[config.mk]
export PLATFORM = sky130hd
export DESIGN_NAME = spi_dac_rx
export DESIGN_NICKNAME = d
export VERILOG_FILES = /design/src/rtl/spi_dac_pkg.sv /design/src/rtl/spi_sync.sv /design/src/rtl/spi_dac_rx.sv
export SDC_FILE = /design/constraint.sdc
export NUM_CORES = 1
export LEC_CHECK = 0
export ABC_CLOCK_PERIOD_IN_PS = 2600
export CAP_MARGIN = 20
export CORE_MARGIN = 4
export CORE_UTILIZATION = 45
export DETAILED_ROUTE_END_ITERATION = 6
export PLACE_DENSITY = 0.78
export RECOVER_POWER = 100
export SETUP_SLACK_MARGIN = 0.2
export SYNTH_ARGS = -nofsm -noshare
export SYNTH_HDL_FRONTEND = slang
export SYNTH_SLANG_ARGS = --single-unit
export TNS_END_PERCENT = 50
[constraint.sdc]
create_clock -name clk -period 2.6 [get_ports clk]
set_input_delay 0.39 -clock clk [delete_from_list [all_inputs] [get_ports clk]]
set_output_delay 0.39 -clock clk [all_outputs]
set_load 0.01 [all_outputs]
[src/rtl/spi_dac_pkg.sv]
// spi_dac_pkg: shared definitions for the SPI DAC-control receiver.
//   - receiver FSM state encoding
//   - default frame length, shift register and bit counter widths
//   - bit positions of the fields inside a received frame
//   - saturating increment used by the bit counter
package spi_dac_pkg;

  localparam int FRAME_BITS = 16;
  localparam int SR_W       = 16;
  localparam int CNT_W      = 5;

  // Field positions inside the 16-bit frame (MSB is received first).
  localparam int CH_BIT   = 15;
  localparam int GA_BIT   = 13;
  localparam int SHDN_BIT = 12;
  localparam int LVL_MSB  = 11;
  localparam int LVL_LSB  = 4;
  localparam int LVL_W    = LVL_MSB - LVL_LSB + 1;

  typedef enum logic [1:0] {
    ST_IDLE  = 2'd0,
    ST_SHIFT = 2'd1,
    ST_DONE  = 2'd2
  } state_e;

  // Counter sticks at all-ones so overlong frames cannot wrap back to a
  // count that looks well-formed.
  function automatic logic [CNT_W-1:0] cnt_inc_sat(input logic [CNT_W-1:0] c);
    return (c == {CNT_W{1'b1}}) ? c : c + 1'b1;
  endfunction

endpackage

[src/rtl/spi_sync.sv]
// spi_sync: multi-flop synchronizer for one asynchronous input, followed by
// a registered copy used for edge detection.
// Ports:
//   clk, reset : system clock, synchronous active-high reset
//   async_i    : asynchronous input
//   sync_o     : synchronized level
//   rise_o     : one-cycle pulse, synchronized level went 0 -> 1
//   fall_o     : one-cycle pulse, synchronized level went 1 -> 0
// Reset loads IDLE_VAL into every flop so no edge is reported out of reset.
module spi_sync #(
  parameter int   STAGES   = 2,
  parameter logic IDLE_VAL = 1'b0
) (
  input  logic clk,
  input  logic reset,
  input  logic async_i,
  output logic sync_o,
  output logic rise_o,
  output logic fall_o
);

  logic [STAGES-1:0] chain_q;
  logic              prev_q;

  always_ff @(posedge clk) begin
    if (reset) begin
      chain_q <= {STAGES{IDLE_VAL}};
      prev_q  <= IDLE_VAL;
    end else begin
      chain_q[0] <= async_i;
      for (int i = 1; i < STAGES; i++) begin
        chain_q[i] <= chain_q[i-1];
      end
      prev_q <= chain_q[STAGES-1];
    end
  end

  assign sync_o = chain_q[STAGES-1];
  assign rise_o = chain_q[STAGES-1] & ~prev_q;
  assign fall_o = ~chain_q[STAGES-1] & prev_q;

endmodule

[src/rtl/spi_dac_rx.sv]
// spi_dac_rx: receives 16-bit DAC control frames over a write-only SPI link
// (sclk/cs_n/sdata, all asynchronous to clk), checks the bit count and
// publishes the decoded fields plus a per-channel copy of the level.
// Ports:
//   clk, reset   : system clock, synchronous active-high reset
//   spi_sclk     : SPI clock, data sampled on its rising edge
//   spi_cs_n     : active-low frame enable
//   spi_sdata    : serial data, MSB first
//   frame_valid  : one-cycle pulse, frame had exactly FRAME_BITS bits
//   frame_err    : one-cycle pulse, frame had any other bit count
//   rx_channel, rx_gain, rx_shdn_n, rx_level : fields of last valid frame
//   level_ch1/2  : last valid level written to each channel
//   dbg_state_o  : current receiver state (state_e encoding)
// Handshake: there is no backpressure. frame_valid/frame_err are single-cycle
// strobes; rx_* and level_ch* are updated in the same cycle as frame_valid
// and are stable at all other times.
module spi_dac_rx
  import spi_dac_pkg::*;
#(
  parameter int FRAME_BITS  = spi_dac_pkg::FRAME_BITS,
  parameter int SYNC_STAGES = 2
) (
  input  logic             clk,
  input  logic             reset,
  input  logic             spi_sclk,
  input  logic             spi_cs_n,
  input  logic             spi_sdata,
  output logic             frame_valid,
  output logic             frame_err,
  output logic             rx_channel,
  output logic             rx_gain,
  output logic             rx_shdn_n,
  output logic [LVL_W-1:0] rx_level,
  output logic [LVL_W-1:0] level_ch1,
  output logic [LVL_W-1:0] level_ch2,
  output logic [1:0]       dbg_state_o
);

  localparam logic [CNT_W-1:0] FRAME_CNT = CNT_W'(FRAME_BITS);

  // ---------------------------------------------------------------------
  // Input synchronization
  // ---------------------------------------------------------------------
  logic sclk_rise;
  logic sclk_sync_unused;
  logic sclk_fall_unused;
  logic cs_sync;
  logic cs_rise;
  logic cs_fall;

  spi_sync #(.STAGES(SYNC_STAGES), .IDLE_VAL(1'b0)) u_sync_sclk (
    .clk    (clk),
    .reset  (reset),
    .async_i(spi_sclk),
    .sync_o (sclk_sync_unused),
    .rise_o (sclk_rise),
    .fall_o (sclk_fall_unused)
  );

  spi_sync #(.STAGES(SYNC_STAGES), .IDLE_VAL(1'b1)) u_sync_cs (
    .clk    (clk),
    .reset  (reset),
    .async_i(spi_cs_n),
    .sync_o (cs_sync),
    .rise_o (cs_rise),
    .fall_o (cs_fall)
  );

  // sdata runs through the same depth as sclk so the synchronized data bit
  // lines up with the synchronized sclk rising edge.
  logic [SYNC_STAGES-1:0] sd_q;

  always_ff @(posedge clk) begin
    if (reset) begin
      sd_q <= '0;
    end else begin
      sd_q[0] <= spi_sdata;
      for (int i = 1; i < SYNC_STAGES; i++) begin
        sd_q[i] <= sd_q[i-1];
      end
    end
  end

  logic sd_sync;
  assign sd_sync = sd_q[SYNC_STAGES-1];

  // ---------------------------------------------------------------------
  // Start qualification
  // ---------------------------------------------------------------------
  // Out of reset the cs_n chain holds a forced '1' that was never sampled.
  // If cs_n is really low (reset in the middle of a frame) that forced '1'
  // would produce a fake falling edge and restart reception mid-frame.
  // prime_q marks when the chain and its edge register hold real samples;
  // armed_q then requires a genuinely observed high level before any
  // falling edge may open a frame.
  logic [SYNC_STAGES:0] prime_q;
  logic                 armed_q;
  logic                 primed;

  assign primed = prime_q[SYNC_STAGES];

  always_ff @(posedge clk) begin
    if (reset) begin
      prime_q <= '0;
      armed_q <= 1'b0;
    end else begin
      prime_q <= {prime_q[SYNC_STAGES-1:0], 1'b1};
      if (primed && cs_sync) begin
        armed_q <= 1'b1;
      end
    end
  end

  // ---------------------------------------------------------------------
  // Datapath next values
  // ---------------------------------------------------------------------
  state_e             state_q;
  logic [SR_W-1:0]    sr_q;
  logic [CNT_W-1:0]   cnt_q;
  logic               pend_q;
  logic [SR_W-1:0]    sr_d;
  logic [CNT_W-1:0]   cnt_d;
  logic               start_ok;

  // A bit arriving in the same cycle as the closing cs_n edge is folded in
  // here, so the frame check below sees it.
  always_comb begin
    sr_d  = sr_q;
    cnt_d = cnt_q;
    if (sclk_rise) begin
      sr_d  = {sr_q[SR_W-2:0], sd_sync};
      cnt_d = cnt_inc_sat(cnt_q);
    end
  end

  // pend_q carries a cs_n falling edge that was seen while in DONE.
  assign start_ok = armed_q && (cs_fall || pend_q);

  // ---------------------------------------------------------------------
  // Receiver FSM with registered outputs
  // ---------------------------------------------------------------------
  logic             frame_valid_q;
  logic             frame_err_q;
  logic             rx_channel_q;
  logic             rx_gain_q;
  logic             rx_shdn_n_q;
  logic [LVL_W-1:0] rx_level_q;
  logic [LVL_W-1:0] level_ch1_q;
  logic [LVL_W-1:0] level_ch2_q;

  always_ff @(posedge clk) begin
    if (reset) begin
      state_q       <= ST_IDLE;
      sr_q          <= '0;
      cnt_q         <= '0;
      pend_q        <= 1'b0;
      frame_valid_q <= 1'b0;
      frame_err_q   <= 1'b0;
      rx_channel_q  <= 1'b0;
      rx_gain_q     <= 1'b0;
      rx_shdn_n_q   <= 1'b0;
      rx_level_q    <= '0;
      level_ch1_q   <= '0;
      level_ch2_q   <= '0;
    end else begin
      frame_valid_q <= 1'b0;
      frame_err_q   <= 1'b0;

      case (state_q)
        ST_IDLE: begin
          if (start_ok) begin
            state_q <= ST_SHIFT;
            sr_q    <= '0;
            cnt_q   <= '0;
            pend_q  <= 1'b0;
          end
        end

        ST_SHIFT: begin
          sr_q  <= sr_d;
          cnt_q <= cnt_d;
          if (cs_rise) begin
            state_q <= ST_DONE;
            if (cnt_d == FRAME_CNT) begin
              frame_valid_q <= 1'b1;
              rx_channel_q  <= sr_d[CH_BIT];
              rx_gain_q     <= sr_d[GA_BIT];
              rx_shdn_n_q   <= sr_d[SHDN_BIT];
              rx_level_q    <= sr_d[LVL_MSB:LVL_LSB];
              if (sr_d[CH_BIT]) begin
                level_ch2_q <= sr_d[LVL_MSB:LVL_LSB];
              end else begin
                level_ch1_q <= sr_d[LVL_MSB:LVL_LSB];
              end
            end else begin
              frame_err_q <= 1'b1;
            end
          end
        end

        ST_DONE: begin
          state_q <= ST_IDLE;
          if (cs_fall && armed_q) begin
            pend_q <= 1'b1;
          end
        end

        default: begin
          state_q <= ST_IDLE;
        end
      endcase
    end
  end

  assign frame_valid = frame_valid_q;
  assign frame_err   = frame_err_q;
  assign rx_channel  = rx_channel_q;
  assign rx_gain     = rx_gain_q;
  assign rx_shdn_n   = rx_shdn_n_q;
  assign rx_level    = rx_level_q;
  assign level_ch1   = level_ch1_q;
  assign level_ch2   = level_ch2_q;
  assign dbg_state_o = state_q;

endmodule

**Word level (Yosys, flattened, before mapping)**

Index checks and enable logic that the tools add are counted.

- Latch bits: 0
- Bits in read-only memories: 0
- Memories kept: 0
- Word-level logic and storage cells: 70
- RAM bits: 0
- Bits in registers: 65
- Input bits: 5

- Mux-type cells: 16
- Bitwise gates (word level): 9
- Divide/modulo/power cells: 0
- Reduce and logical (&&, ||, !) cells: 15
- Shift-type cells: 0
- $lt $le $gt $ge: 0
- Multiply operators: 0
- Equality and inequality tests: 8
- Add/subtract/negate cells: 1

Operators by type and width:

| kind | number |
|---|---|
| $mux 16 | 2 |
| $pmux 16 s2 | 1 |
| $mux 5 | 3 |
| $eq 5x5->1 const B | 2 |
| $pmux 5 s2 | 1 |
| $reduce_and 3->1 | 3 |
| $ne 2x2->1 const B | 4 |
| $reduce_and 4->1 | 2 |
| $not 1->1 | 6 |
| $add 5x1->5 const B | 1 |
| $mux 1 | 5 |
| $mux 2 | 2 |
| $pmux 2 s2 | 1 |
| $reduce_and 2->1 | 2 |
| $reduce_bool 2->1 | 2 |
| $and 1x1->1 | 3 |
| $logic_and 1x1->1 | 3 |
| $reduce_or 3->1 | 1 |
| $eq 2x1->1 const B | 1 |
| $eq 2x2->1 const B | 1 |
| $logic_not 2->1 | 1 |
| $pmux 1 s2 | 1 |
| $logic_or 1x1->1 | 1 |

**Logic depth before layout (Yosys ltp)**

- Word-level depth: 6
- Gate-level depth with buffers: 7
- Depth with buffers taken out: 6

**Hierarchy**

Synthesis repeated with hierarchy kept, for this count alone.

- Cell total of the unflattened synthesis: 271
- Area, all modules: 2567.5 um2

By module, submodules not included:

| module | instances | sequential area each (um2) | cells each | area an instance (um2) |
|---|---|---|---|---|
| spi_dac_rx | 1 | 1181.1 | 255 | 2383.5 |
| spi_sync (u_sync_cs) | 1 | 60.1 | 8 | 92.6 |
| spi_sync (u_sync_sclk) | 1 | 60.1 | 8 | 91.3 |

**Least setup slack after synthesis**

Ideal clock, no wire load.

- Path kind: register -> register
- Start: reg cnt_q[0]
- End: reg rx_level_q[4], in the netlist rx_level[4]
- Data arrival time: 1.740 ns
- Stages on the path, launching flop included: 8
- Buffers on the path: 1
- Path slack: 0.788 ns
- Path through: dfxtp_1 > ha_1 > nand4_2 > a211o_1 > nand2_2 > and3_4 > buf_12 > mux2i_1

- Cells in the longest elaborated chain, start to end: 5
- Elaborated cells between the ends (all ways): 6
- Classes of those cells: 1 x add/sub; 2 x eq/ne; 2 x mux; 1 x reduce/logical

Ends and longest elaborated chain:

| element | line | RTL |
|---|---|---|
| start, declared | spi_dac_rx.sv:119 | `logic [CNT_W-1:0] cnt_q;` |
| start signal, assigned | spi_dac_rx.sv:181 | `cnt_q <= cnt_d;` |
| $add 5x1->5 or $eq 5x5->1 (tied branches) | spi_dac_pkg.sv:29 | `return (c == {CNT_W{1'b1}}) ? c : c + 1'b1;` |
| $mux 5 | spi_dac_pkg.sv:29 |  |
| $mux 5 * | spi_dac_rx.sv:130 | `if (sclk_rise) begin` |
| $eq 5x5->1 * | spi_dac_rx.sv:184 | `if (cnt_d == FRAME_CNT) begin` |
| $reduce_and 3->1 (no line) * | - |  |
| end signal, assigned | spi_dac_rx.sv:189 | `rx_level_q <= sr_d[LVL_MSB:LVL_LSB];` |
| end, declared | spi_dac_rx.sv:147 | `logic [LVL_W-1:0] rx_level_q;` |

Every way passes the cells marked *; elsewhere a longest branch is shown, timed or not.
A chain may end at the register's enable or synchronous reset.

**Worst setup path after layout**

- Start: reg cnt_q[0]
- End: reg level_ch2_q[4], in the netlist level_ch2[4]

- Cells in the longest elaborated chain, start to end: 5
- Elaborated cells between the ends (all ways): 6
- Classes of those cells: 1 x add/sub; 2 x eq/ne; 2 x mux; 1 x reduce/logical

Ends and longest elaborated chain:

| element | line | RTL |
|---|---|---|
| $add 5x1->5 or $eq 5x5->1 (tied branches) | spi_dac_pkg.sv:29 |  |
| $mux 5 | spi_dac_pkg.sv:29 |  |
| $mux 5 * | spi_dac_rx.sv:130 |  |
| $eq 5x5->1 * | spi_dac_rx.sv:184 |  |
| $reduce_and 4->1 (no line) * | - |  |
| end signal, assigned | spi_dac_rx.sv:191 | `level_ch2_q <= sr_d[LVL_MSB:LVL_LSB];` |
| end, declared | spi_dac_rx.sv:149 | `logic [LVL_W-1:0] level_ch2_q;` |

Marks and branches as above.

==> impl_metrics.tcl <==
set metrics [dict create \
    nNetsFinal 317 \
    finalHoldViolCount 0 \
    grt_usage_pct 15.5 \
    grt_remaining_overflow 0 \
    grt_pass1_vias 1993 \
    yosys.area.top_type "dfxtp_1" \
    slew_viol_final 0 \
    num_rows 27 \
    portBuffers 35 \
    peakVddDrop_mv 0.346 \
    layout_min_cycle_time_ns 2.26 \
    crit_slowest_cell "dfxtp_1" \
    viasPerCell 5.15 \
    fin_util_pct 57.0 \
    use_met1_pct 18.0 \
    fmax_mhz 442 \
    grt_pass1_wl_mm 8.77 \
    syn_to_final_growth_pct 22.8 \
    endpoint_kind "flop" \
    drc 0 \
    cts.htree.levels 3 \
    fin_skew_ns 0.00671 \
    synth.avg_cell_area_um2 9.32 \
    cp.required_ns 2.85 \
    seq_area_frac_synth_pct 50.9 \
    cts_made_buffers 9 \
    place_inst 371 \
    async_flop_share_pct 0 \
    synth_top_area_share_pct 50.9 \
    critPathArrivalTime_ns 2.52 \
    die_x_um 83.4 \
    clkSinkCount 65 \
    cts_resized 0 \
    cap_violations 0 \
    crit_chain "ha_1 -> nand4_1 -> a211o_1 -> nand2_1 -> nand4_2 -> mux2i_1" \
    clkLatencyLatePin_ns 0.33 \
    post-route-period-util_pct 87.1 \
    initial_core_util_pct 46.4 \
    drt_pass1_iterations 4 \
    hpwl_mm 3.35 \
    start_kind "flop" \
    synth_area_leaders "dfxtp_1 (51%), mux2i_1 (11%), nand2_1 (9.1%)" \
    finalSetupTns_ns 0 \
    path_class "flop to flop" \
    cp_max_fo 8 \
    diodes 0 \
    cts_tree "yes" \
    drt-total-wl_mm 5.10 \
    final_area_mm2 0.00314 \
    leakagePower_uw 0.00136 \
    dpl_cell_area_mm2 0.00295 \
    rrSetupSlack_ns 0.34 \
    synth.most_common_cell "dfxtp_1" \
    synth.distinct_cells 41 \
    antenna_left 0 \
    grt_use_met2_pct 25.7 \
    cts_setup_buffers 0 \
    met3_usage_pct 3.17 \
    clk_pin_slew_ns 0.07 \
    cts_root_buf "clkbuf_8" \
    grt_max_degree 39 \
    synth_ff_type "dfxtp_1" \
    status "completed" \
    drive_gt1_share_pct 8.89 \
    yosysWarnings 0 \
    powerDensity_mw_per_mm2 623 \
    num_vias 1993 \
    place.gp.congestion 0.801 \
    ctsHoldBuffers 0 \
    rsz0062_at_grt "no" \
    synth_area_mm2 0.00255 \
    die_area_mm2 0.00695 \
    total_power_uw 1960 \
    worstMarginPinSlew_ns 1.40 \
    antenna_found_initial 0 \
    wl_per_cell_um 13.2 \
    fp.dieH_um 83.4 \
    synth_seq_cells 65 \
    num_io_pins 36 \
    syn_inst 274 \
    relSlewSlack_pct 6.80 \
    syn_nets 280 \
    yosys-top-cells-count "dfxtp_1 (65), nand2_1 (62), mux2i_1 (27), nor2_1 (21), a22oi_1 (16)" \
    synth_edf_count 0 \
    finalNonFillerCells 387 \
    clockBufferDepth 2 \
    drt-initial-drc-count 144 \
    setup_viol 0 \
    busiest_layer "met2" \
    cpPeakStageDelay_ns 0.43 \
    hp-class "flop to flop" \
    core-area_mm2 0.00551 \
]
-- cell type report --
type	instances	area, um2
multi-input cells	190	1130
well taps	72	90.1
flip-flops and latches	65	1300
clock inverters	2	35.0
clock buffers	13	179
inverters	4	15.0
fillers	499	2370
repair buffers	41	388
-- kinds of logic after synthesis --
| group | count (synthesis) | synth area share (%) |
|---|---|---|
| compound gates | 45 | 12.3 |
| fa+ha+maj | 1 | 0.490 |
| buf+inv | 19 | 3.87 |
| flops | 65 | 50.9 |
| mux | 28 | 11.0 |
| simple gates | 116 | 21.4 |
-- registers in the layout (all words and copies together), names as in the netlist, 3 cells and up --
register / count
sr_q: 16
level_ch1: 8
level_ch2: 8
rx_level: 8
cnt_q: 5
prime_q: 3
-- report_power, final --
part / internal, uW / switching [uW] / total (uW)
combinational: 16.3 / 30.8 / 47.1
clock: 541 / 360 / 900
sequential: 1000 / 3.45 / 1010
-- layout by cell type, fill, tap and decap left out, drive strengths merged, types with 5 or more instances in the layout --
| master | instances |
|---|---|
| nor2 | 21 |
| a21oi | 11 |
| o21ai | 5 |
| dfxtp | 65 |
| mux2i | 27 |
| clkbuf | 15 |
| a22oi | 16 |
| nor2b | 11 |
| nand4 | 5 |
| nand2 | 63 |
| dlygate4sd3 | 31 |
-- per-stage QoR --
step | hold slack [ns] | worst slack, ns
finish | 0.413 | 0.337
global route | 0.424 | 0.217
CTS | 0.417 | 0.543
detailed placement | 0.401 | 0.585
global placement | 0.392 | 0.694
floorplan | 0.389 | 0.788
-- worst paths after layout --
path,cells after the start,endpoint,startpoint
worst max-delay path,6,level_ch2[4],cnt_q[0]
worst min-delay path,1,u_sync_cs.chain_q[1],u_sync_cs.chain_q[0]
worst max register to register,6,level_ch2[4],cnt_q[0]
worst min register to register,1,u_sync_cs.chain_q[1],u_sync_cs.chain_q[0]
-- per-layer routing --
metal,wire [um],part of all wire [%],vias up
li1,-,-,1013
met2,2490,49,40
met4,112,2.2,0
met5,0,0,-
met1,2310,45,930
met3,189,3.7,10
-- critical path: cells and delay by family, from the launching register on --
family,cells,cell delay [ns]
mux,1,0.28
compound gates,1,0.37
simple gates,3,0.78
flops,1,0.43
fa+ha+maj,1,0.32
(Power assumes the default switching activity.)
